==> src/rtl/riscv_irq_ctrl.sv <==
// riscv_irq_ctrl: machine-level external interrupt controller.
// Latches N_SRC sources into per-source gateways (IDLE/PENDING/INFLIGHT),
// arbitrates by priority/enable/threshold and drives hardware_irq.
// Software takes interrupts via a claim/complete handshake on a small
// word-addressed register port.
// Optional feature: define IRQ_CTRL_EDGE_EN to add per-source rising-edge
// triggering (EDGE register, word 5) with a one-deep deferred bit per source.
module riscv_irq_ctrl #(
  parameter int N_SRC  = 8,
  parameter int PRIO_W = 3
) (
  input  logic             clk,
  input  logic             rst,
  input  logic [N_SRC-1:0] irq_src,
  input  logic             reg_sel,
  input  logic             reg_we,
  input  logic [3:0]       reg_addr,
  input  logic [31:0]      reg_wdata,
  output logic [31:0]      reg_rdata,
  output logic             reg_ready,
  output logic             hardware_irq,
  output logic [3:0]       claim_id
);

  // Architectural state; a gateway is IDLE when neither pending nor inflight
  logic [N_SRC-1:0]  enable_r;
  logic [N_SRC-1:0]  pend_r;
  logic [N_SRC-1:0]  infl_r;
  logic [PRIO_W-1:0] thr_r;
  logic [PRIO_W-1:0] prio_r [N_SRC];

  // Next-state values; arbitration looks at these so outputs move with state
  logic [N_SRC-1:0]  enable_nx_s;
  logic [N_SRC-1:0]  pend_nx_s;
  logic [N_SRC-1:0]  infl_nx_s;
  logic [PRIO_W-1:0] thr_nx_s;
  logic [PRIO_W-1:0] prio_nx_s [N_SRC];

  logic              rd_s;
  logic              wr_s;
  logic              claim_rd_s;
  logic              complete_wr_s;
  logic [3:0]        claim_val_s;
  logic [N_SRC-1:0]  trig_s;
  logic [3:0]        win_id_s;
  logic [PRIO_W-1:0] win_prio_s;
  logic              irq_nx_s;
  logic [31:0]       rdata_nx_s;

`ifdef IRQ_CTRL_EDGE_EN
  logic [N_SRC-1:0]  edge_r;
  logic [N_SRC-1:0]  edge_nx_s;
  logic [N_SRC-1:0]  src_q_r;
  logic [N_SRC-1:0]  defer_r;
  logic [N_SRC-1:0]  defer_nx_s;
  logic [N_SRC-1:0]  rise_s;
`endif

  assign rd_s          = reg_sel & ~reg_we;
  assign wr_s          = reg_sel & reg_we;
  assign claim_rd_s    = rd_s & (reg_addr == 4'd3);
  assign complete_wr_s = wr_s & (reg_addr == 4'd3);
  // A claim only hands out the winner when it is actually interrupting
  assign claim_val_s   = hardware_irq ? claim_id : 4'd0;

  // Source trigger: level by default, rising edge where EDGE selects it
  always_comb begin
`ifdef IRQ_CTRL_EDGE_EN
    rise_s = irq_src & ~src_q_r;
    trig_s = (edge_r & rise_s) | (~edge_r & irq_src);
`else
    trig_s = irq_src;
`endif
  end

  // Configuration register write decode
  always_comb begin
    enable_nx_s = enable_r;
    thr_nx_s    = thr_r;
    for (int k = 0; k < N_SRC; k++) begin
      prio_nx_s[k] = prio_r[k];
    end
`ifdef IRQ_CTRL_EDGE_EN
    edge_nx_s = edge_r;
`endif
    if (wr_s) begin
      case (reg_addr)
        4'd0: enable_nx_s = reg_wdata[N_SRC-1:0];
        4'd2: thr_nx_s    = reg_wdata[PRIO_W-1:0];
`ifdef IRQ_CTRL_EDGE_EN
        4'd5: edge_nx_s   = reg_wdata[N_SRC-1:0];
`endif
        default: begin
          for (int k = 0; k < N_SRC; k++) begin
            prio_nx_s[k] = (reg_addr == 4'(8 + k)) ? reg_wdata[PRIO_W-1:0] : prio_nx_s[k];
          end
        end
      endcase
    end else begin
      enable_nx_s = enable_r;
    end
  end

  // Per-source gateway: IDLE -> PENDING -> INFLIGHT -> IDLE
  always_comb begin
    pend_nx_s = pend_r;
    infl_nx_s = infl_r;
`ifdef IRQ_CTRL_EDGE_EN
    defer_nx_s = defer_r;
`endif
    for (int k = 0; k < N_SRC; k++) begin
      if (infl_r[k]) begin
        if (complete_wr_s && (reg_wdata == 32'(k + 1))) begin
          infl_nx_s[k] = 1'b0;
`ifdef IRQ_CTRL_EDGE_EN
          // A deferred edge sends the source straight back to PENDING
          pend_nx_s[k]  = defer_r[k];
          defer_nx_s[k] = 1'b0;
`else
          pend_nx_s[k] = 1'b0;
`endif
        end else begin
`ifdef IRQ_CTRL_EDGE_EN
          defer_nx_s[k] = defer_r[k] | (edge_r[k] & rise_s[k]);
`else
          infl_nx_s[k] = 1'b1;
`endif
        end
      end else if (pend_r[k]) begin
        if (claim_rd_s && (claim_val_s == 4'(k + 1))) begin
          pend_nx_s[k] = 1'b0;
          infl_nx_s[k] = 1'b1;
        end else begin
          pend_nx_s[k] = 1'b1;
        end
      end else begin
        pend_nx_s[k] = trig_s[k];
      end
    end
  end

  // Arbitration: highest priority wins, strict compare keeps lowest index on ties
  always_comb begin
    win_id_s   = 4'd0;
    win_prio_s = '0;
    for (int k = 0; k < N_SRC; k++) begin
      if (pend_nx_s[k] && enable_nx_s[k] && (prio_nx_s[k] > win_prio_s)) begin
        win_id_s   = 4'(k + 1);
        win_prio_s = prio_nx_s[k];
      end else begin
        win_id_s = win_id_s;
      end
    end
    irq_nx_s = (win_id_s != 4'd0) && (win_prio_s > thr_nx_s);
  end

  // Read data mux on the state visible in the access cycle
  always_comb begin
    rdata_nx_s = 32'd0;
    case (reg_addr)
      4'd0: rdata_nx_s = 32'(enable_r);
      4'd1: rdata_nx_s = 32'(pend_r);
      4'd2: rdata_nx_s = 32'(thr_r);
      4'd3: rdata_nx_s = {28'd0, claim_val_s};
      4'd4: rdata_nx_s = 32'(infl_r);
`ifdef IRQ_CTRL_EDGE_EN
      4'd5: rdata_nx_s = 32'(edge_r);
`endif
      default: begin
        for (int k = 0; k < N_SRC; k++) begin
          rdata_nx_s = (reg_addr == 4'(8 + k)) ? 32'(prio_r[k]) : rdata_nx_s;
        end
      end
    endcase
  end

  // State, arbitration result and register port outputs
  always_ff @(posedge clk) begin
    if (rst) begin
      enable_r     <= '0;
      pend_r       <= '0;
      infl_r       <= '0;
      thr_r        <= '0;
      for (int k = 0; k < N_SRC; k++) begin
        prio_r[k] <= '0;
      end
      hardware_irq <= 1'b0;
      claim_id     <= 4'd0;
      reg_rdata    <= 32'd0;
      reg_ready    <= 1'b0;
    end else begin
      enable_r     <= enable_nx_s;
      pend_r       <= pend_nx_s;
      infl_r       <= infl_nx_s;
      thr_r        <= thr_nx_s;
      for (int k = 0; k < N_SRC; k++) begin
        prio_r[k] <= prio_nx_s[k];
      end
      hardware_irq <= irq_nx_s;
      claim_id     <= win_id_s;
      reg_ready    <= reg_sel;
      if (rd_s) begin
        reg_rdata <= rdata_nx_s;
      end
    end
  end

`ifdef IRQ_CTRL_EDGE_EN
  // Edge-detect history, EDGE configuration and deferred-edge bits
  always_ff @(posedge clk) begin
    if (rst) begin
      edge_r  <= '0;
      src_q_r <= '0;
      defer_r <= '0;
    end else begin
      edge_r  <= edge_nx_s;
      src_q_r <= irq_src;
      defer_r <= defer_nx_s;
    end
  end
`endif

endmodule

==> config.mk <==
export PLATFORM = sky130hd
export DESIGN_NAME = riscv_irq_ctrl
export DESIGN_NICKNAME = d
export VERILOG_FILES = /design/src/rtl/riscv_irq_ctrl.sv
export SDC_FILE = /design/constraint.sdc
export NUM_CORES = 1
export LEC_CHECK = 0
export CAP_MARGIN = 0
export CORE_MARGIN = 2
export CORE_UTILIZATION = 39
export CTS_BUF_LIST = sky130_fd_sc_hd__clkbuf_4 sky130_fd_sc_hd__clkbuf_8
export DETAILED_ROUTE_END_ITERATION = 10
export PLACE_DENSITY = 0.6
export SLEW_MARGIN = 5
export SYNTH_ARGS = -nofsm -noshare
export SYNTH_HDL_FRONTEND = slang
export SYNTH_SLANG_ARGS = --single-unit
==> constraint.sdc <==
create_clock -name clk -period 14.4 [get_ports clk]
set_clock_uncertainty 0.1 [all_clocks]
set_input_delay 2.16 -clock clk [delete_from_list [all_inputs] [get_ports clk]]
set_output_delay 2.16 -clock clk [all_outputs]
set_load 0.02 [all_outputs]
**Word level (Yosys, flattened, before mapping)**

Memories as Yosys holds them, arrays and structs flattened.
Index checks and enable logic that the tools add are counted.
W data, S select, Z words.

- Bits of input ports: 48
- Word-level logic and storage cells: 210
- Bits in registers: 65
- Output and inout bits: 38
- RAM bits: 24
- Memories kept: 1

Memory list:

| name | depth | width | read ports | clocked after Yosys merged registers in | write ports | line | RTL |
|---|---|---|---|---|---|---|---|
| prio_r | 8 | 3 | 8 | 0 | 8 | 30 | `logic [PRIO_W-1:0] prio_r [N_SRC];` |

- Reduce and logical (&&, ||, !) cells: 36
- Bitwise operators: 13
- Equal/unequal tests: 28
- $lt $le $gt $ge: 9
- Multiplexer cells: 115

Operators with widths:

| operator | number |
|---|---|
| $eq A32 B3 Y1 const B | 4 |
| $mux W3 | 34 |
| $mux W1 | 68 |
| $eq A32 B2 Y1 const B | 2 |
| $mux W24 | 2 |
| $pmux W8 S5 | 1 |
| $eq A4 B4 Y1 const B | 9 |
| $logic_and A1 B1 Y1 | 33 |
| $eq A32 B1 Y1 const B | 1 |
| $eq A32 B4 Y1 const B | 1 |
| $mux W4 | 8 |
| $gt A3 B3 Y1 | 8 |
| $eq A4 B3 Y1 const B | 5 |
| $eq A4 B2 Y1 const B | 4 |
| $mux W8 | 2 |
| $eq A4 B1 Y1 const B | 2 |
| $or A1 B1 Y1 | 8 |
| $and A1 B1 Y1 | 4 |
| $logic_not A4 Y1 | 1 |
| $reduce_bool A4 Y1 | 1 |
| $gt A3 B1 Y1 const B | 1 |
| $reduce_or A2 Y1 | 1 |
| $not A1 Y1 | 1 |

**Logic depth before layout (Yosys ltp)**

- Depth in word-level cells: 33
- Depth in mapped cells: 70
- Gate-level depth less buffers: 66

**Worst setup path before layout**

No wires, ideal clock.

- Kind: input -> register
- Start: in reg_addr[3]
- End: reg hardware_irq
- Library setup time: 0.127 ns
- Arrival: 14.222 ns
- Buffers on the path: 4
- Cell stages on the path: 64
- Path slack: -0.049 ns
- Required time: 14.173 ns
- Cells stage by stage: buf_6 or4_4 nor2_2 mux2i_1 nor4b_2 inv_1 ha_1 nor2b_1 o21ai_0 a221o_1 or3_1 clkbuf_1 mux2_2 ha_1 nand2_1 o21a_1 a2111oi_2 nand2_1 [28 not listed] or3_1 buf_1 inv_1 mux2_2 ha_1 inv_1 a21o_1 a21oi_1 a31oi_1 nand3_1 a21oi_1 inv_1 mux2i_1 ha_1 nor2b_1 o21a_1 o21ai_0 a21oi_1

- Word-level cells in the longest chain between the ends: 32
- Elaborated cells between the ends (all ways): 119
- Those cells by class: order compare (9); eq/ne (10); mux (62); bitwise (2); reduce/logical (36)

RTL lines:

| element | line | RTL |
|---|---|---|
| start: declaration | 17 | `input logic [3:0] reg_addr,` |
| branches (longest 31 deep; another with $gt A3 B1 Y1) | -- |  |
| $logic_and A1 B1 Y1 (*) | 154 | `irq_nx_s = (win_id_s != 4'd0) && (win_prio_s > thr_nx_s);` |
| end signal: assignment | 199 | `hardware_irq <= irq_nx_s;` |
| end: declaration | 21 | `output logic hardware_irq,` |

Every way passes the cells marked *.
A chain may end at the register's enable or synchronous reset.

**Final worst setup path**

- Start: in reg_wdata[1]
- End: reg hardware_irq

- Word-level cells in the longest chain between the ends: 30
- Elaborated cells between the ends (all ways): 89
- Those cells by class: order compare (9); eq/ne (8); mux (46); reduce/logical (26)

RTL lines:

| element | line | RTL |
|---|---|---|
| start: declaration | 18 | `input logic [31:0] reg_wdata,` |
| $eq A32 B1 Y1 | 113 | `if (complete_wr_s && (reg_wdata == 32'(k + 1))) begin` |
| $logic_and A1 B1 Y1 | 113 |  |
| $mux W1 | 113 |  |
| $mux W1 | 112 | `if (infl_r[k]) begin` |
| $logic_and A1 B1 Y1 (2 in a row) | 147 | `if (pend_nx_s[k] && enable_nx_s[k] && (prio_nx_s[k] > win_prio_s)) begin` |
| $mux W3 | 147 |  |
| $gt A3 B3 Y1 | 147 |  |
| $logic_and A1 B1 Y1 | 147 |  |
| [13 not listed] | -- |  |
| $gt A3 B3 Y1 | 147 |  |
| $logic_and A1 B1 Y1 | 147 |  |
| $mux W3 | 147 |  |
| $gt A3 B3 Y1 | 147 |  |
| $logic_and A1 B1 Y1 | 147 |  |
| $mux W3 / $mux W4 (equally long branches) | 147 |  |
| $gt A3 B3 Y1 / $reduce_bool A4 Y1 (equally long branches) | 154 |  |
| $logic_and A1 B1 Y1 (*) | 154 |  |

Every way passes the cells marked *; elsewhere a longest branch is shown, timed or not.

==> qor.txt <==
Run status = complete, no violations
Multiplexer area fraction after synthesis = 0.110
Ports placed on the boundary = 86
Final total negative setup slack = 0 ps
Peak VDD IR = 0.0000383 V
Diodes inserted = 0
Highest-count cells in the layout ignoring fill and taps = sky130_fd_sc_hd__nor2_1, sky130_fd_sc_hd__dfxtp_1, sky130_fd_sc_hd__buf_4, sky130_fd_sc_hd__clkdlybuf4s50_1, sky130_fd_sc_hd__nand2_1
Violation count after the first detailed-routing iteration = 487
Summed area of non-filler cells in the final layout = 6190 µm²
Horizontal extent of the die = 115 µm
Number of clock sinks seen by CTS = 65
Hold/Removal Path Class = reg2reg
Via count of the routed design = 4,832
# fillers = 1,176
Data arrival time at the worst-slack endpoint = 13,930 ps
Initial core utilization = 0.401
Total power consumption of the routed design = 0.429 mW
Wire per inst = 18.1 µm
Antenna Violating Nets Remaining = 0
First-pass GRT wire length = 24,300 µm
Most frequent standard cell in the layout excluding fill and tap cells = sky130_fd_sc_hd__nor2_1
#FFs+latches synth = 65
Overall track demand over capacity in global routing = 0.235
CTS tree = done
PD cells = 69.3 nW/µm²
Hold buffers post-CTS = 0
Number of vias per cell = 5.57
Clock network power share = 0.414
Initial antenna violation count = 0
Detailed placement HPWL = 12,200 µm
Pint = 0.309 mW
Number of hold violations in the final report = 0
Share of the clock period used by the worst path = 0.954
Count of buffers inserted at the top-level ports = 61
Worst Setup End Kind = register
Standard-cell rows = 40
Register clock-pin slew on the reported worst setup and hold paths = 80 ps
Proportion of total power due to net switching = 0.278
Max frequency = 72.8 MHz
Height of the die = 115 µm
Filler-free cell count of the finished design = 868
Least-Margin Pin Slew = 1210 ps
Synth unique cells = 78
Delay contributed by the slowest stage of the critical path = 600 ps
Vias in the first global route = 4,584
Detailed-route DRC error count = 0
Tightest hold margin = 389 ps
Maximum root-to-sink buffer count = 2
Area overhead of the layout relative to synthesis = 27.9%
Post-Route WL = 15,700 µm
Synth warnings = 0
Final weighted congestion of routability-driven global placement = 0.913
Proportion of layout cells with a drive suffix above 1 = 0.174
Power spent charging and discharging nets = 0.119 mW
Comb pwr share = 0.151
Total congestion overflow = 0
Clk Tree Root Cell = sky130_fd_sc_hd__clkbuf_8
P_leak = 2.41 nW
Synth Instances = 599
Area after detailed placement = 5810 µm²
Final max-slew violation count = 0
Placement-stage worst setup slack = -185 ps
Combined area of all synthesized cells = 4840 µm²
Sequential power share = 0.435
Fraction of the yosys area taken by sequential cells = 0.269
Share of the core filled with cells in the final layout = 0.513
Slowest cell on the critical path = sky130_fd_sc_hd__clkdlybuf4s50_1
Number of optimization iterations in the first detailed-route pass = 5
Critical Path RT = 14,590 ps
Total number of H-tree levels = 3
Worst-case setup margin in the final layout = 665 ps
Area share of the largest cell type after synthesis = 0.269
Combinational family with the most area after synthesis = simple AND/OR/NAND/NOR gates
Xor and xnor fraction of the mapped netlist area = 0.00181
Die Area = 13,300 µm²
Type of origin of the critical path = input port
Final net count = 764
Compound-Gate Fraction of Synth Area = 0.188
# setup viols final = 0
Synth Area in Simple Gates = 0.290
Largest area contributor in the netlist = sky130_fd_sc_hd__dfxtp_1
Max-cap check violation count = 0
Insertion delay to the later sink of the worst-skew pair = 360 ps
Adder-cell share of the synthesized area = 0.0543
Most common flop cell mapped by yosys = sky130_fd_sc_hd__dfxtp_1
Worst rel slew slack = 0.195
Core Region = 12,100 µm²
Largest net degree at the start of global routing = 63
Most common cell type on the critical path = sky130_fd_sc_hd__ha_1
Count of flip-flops with a built-in enable after synthesis = 0
Setup CP Type = in2reg
Main area contributors after synthesis = sky130_fd_sc_hd__dfxtp_1, sky130_fd_sc_hd__mux2i_1, sky130_fd_sc_hd__ha_1
Placed Cells = 846
Biggest fanout along the worst timing path = 7
Number of CTS-inserted buffers = 9
Average footprint of a synthesized cell = 8.08 µm²
Async set-or-reset flop fraction in the synthesized netlist = 0
Final period demand of the worst path = 13,740 ps
==> cell usage after synthesis, drive strengths merged (9+ instances only) <==
| master | number |
|---|---|
| ha | 21 |
| nand2 | 36 |
| a21oi | 28 |
| o21ai | 25 |
| inv | 25 |
| mux2i | 33 |
| buf | 33 |
| nor3b | 10 |
| nor4 | 13 |
| dfxtp | 65 |
| nor3 | 21 |
| nor2b | 18 |
| nand3 | 20 |
| nand4 | 13 |
| mux2 | 10 |
| clkbuf | 23 |
| a311oi | 9 |
| nor2 | 70 |
==> power by group through the flow <==
| stage | Combinational, mW | Clock (mW) | Sequential (mW) |
|---|---|---|---|
| detailed placement | 0.0627 | 0 | 0.191 |
| finish | 0.0649 | 0.177 | 0.187 |
| CTS | 0.0630 | 0.179 | 0.186 |
| floorplan | 0.0380 | 0 | 0.192 |
| global route | 0.0697 | 0.187 | 0.187 |
| global placement | 0.0622 | 0 | 0.191 |
==> path summary, 6_finish.rpt <==
path | slack (ps) | depth (start not counted) | end | start
max | 660 | 64 | hardware_irq | reg_wdata[1]
min | 390 | 2 | reg_rdata[6] | enable_r[6]
max reg2reg | 2520 | 65 | hardware_irq | claim_id[1]
min reg2reg | 390 | 2 | reg_rdata[6] | enable_r[6]
==> worst max-delay path, delay by kind of cell <==
| family | cells | cell delay, ps |
|---|---|---|
| buffers and inverters | 11 | 1800 |
| muxes | 3 | 810 |
| AOI/OAI and AO/OA | 23 | 3590 |
| and+or+nand+nor | 19 | 3530 |
| adders and majority gates | 8 | 2030 |
==> sequential cells by signal (all words and copies together) (netlist names) <==
name and count:
claim_id 4, enable_r 8, hardware_irq 1, infl_r 8
pend_r 8, prio_r 24, reg_rdata 8, reg_ready 1
thr_r 3
==> timing repair <==
action                                 4_1_cts  5_1_grt
endpoints found under the hold margin        0        0
resized for setup                            0       26
setup endpoints to repair                    0        3
buffers inserted                             0        6
==> layout make-up <==
| type | instances | area, µm² | area share |
|---|---|---|---|
| multi-input combinational | 476 | 3310 | 0.535 |
| timing repair buffer | 118 | 1050 | 0.170 |
| clock buffer | 9 | 124 | 0.0200 |
| sequential | 65 | 1300 | 0.210 |
| tap | 168 | 210 | 0.0340 |
| inverter | 25 | 93.8 | 0.0152 |
| clock inverter | 7 | 93.8 | 0.0152 |
==> cells by family (layout without fill, tap and decap cells) <==
group,after synthesis,after routing
compound gates,130,130
xor+xnor,1,1
fa+ha+maj,21,21
buf+inv,81,159
flops,65,65
mux,47,47
other cells,1,24
simple gates,253,253
==> metal layers <==
layer,GRT usage,up-vias,share of wire
li1,-,2361,-
met1,0.300,2301,0.45
met2,0.405,140,0.48
met3,0.0327,30,0.047
met4,0.0835,0,0.022
met5,0,-,0
No activity file was read; power rests on OpenSTA's default activity.
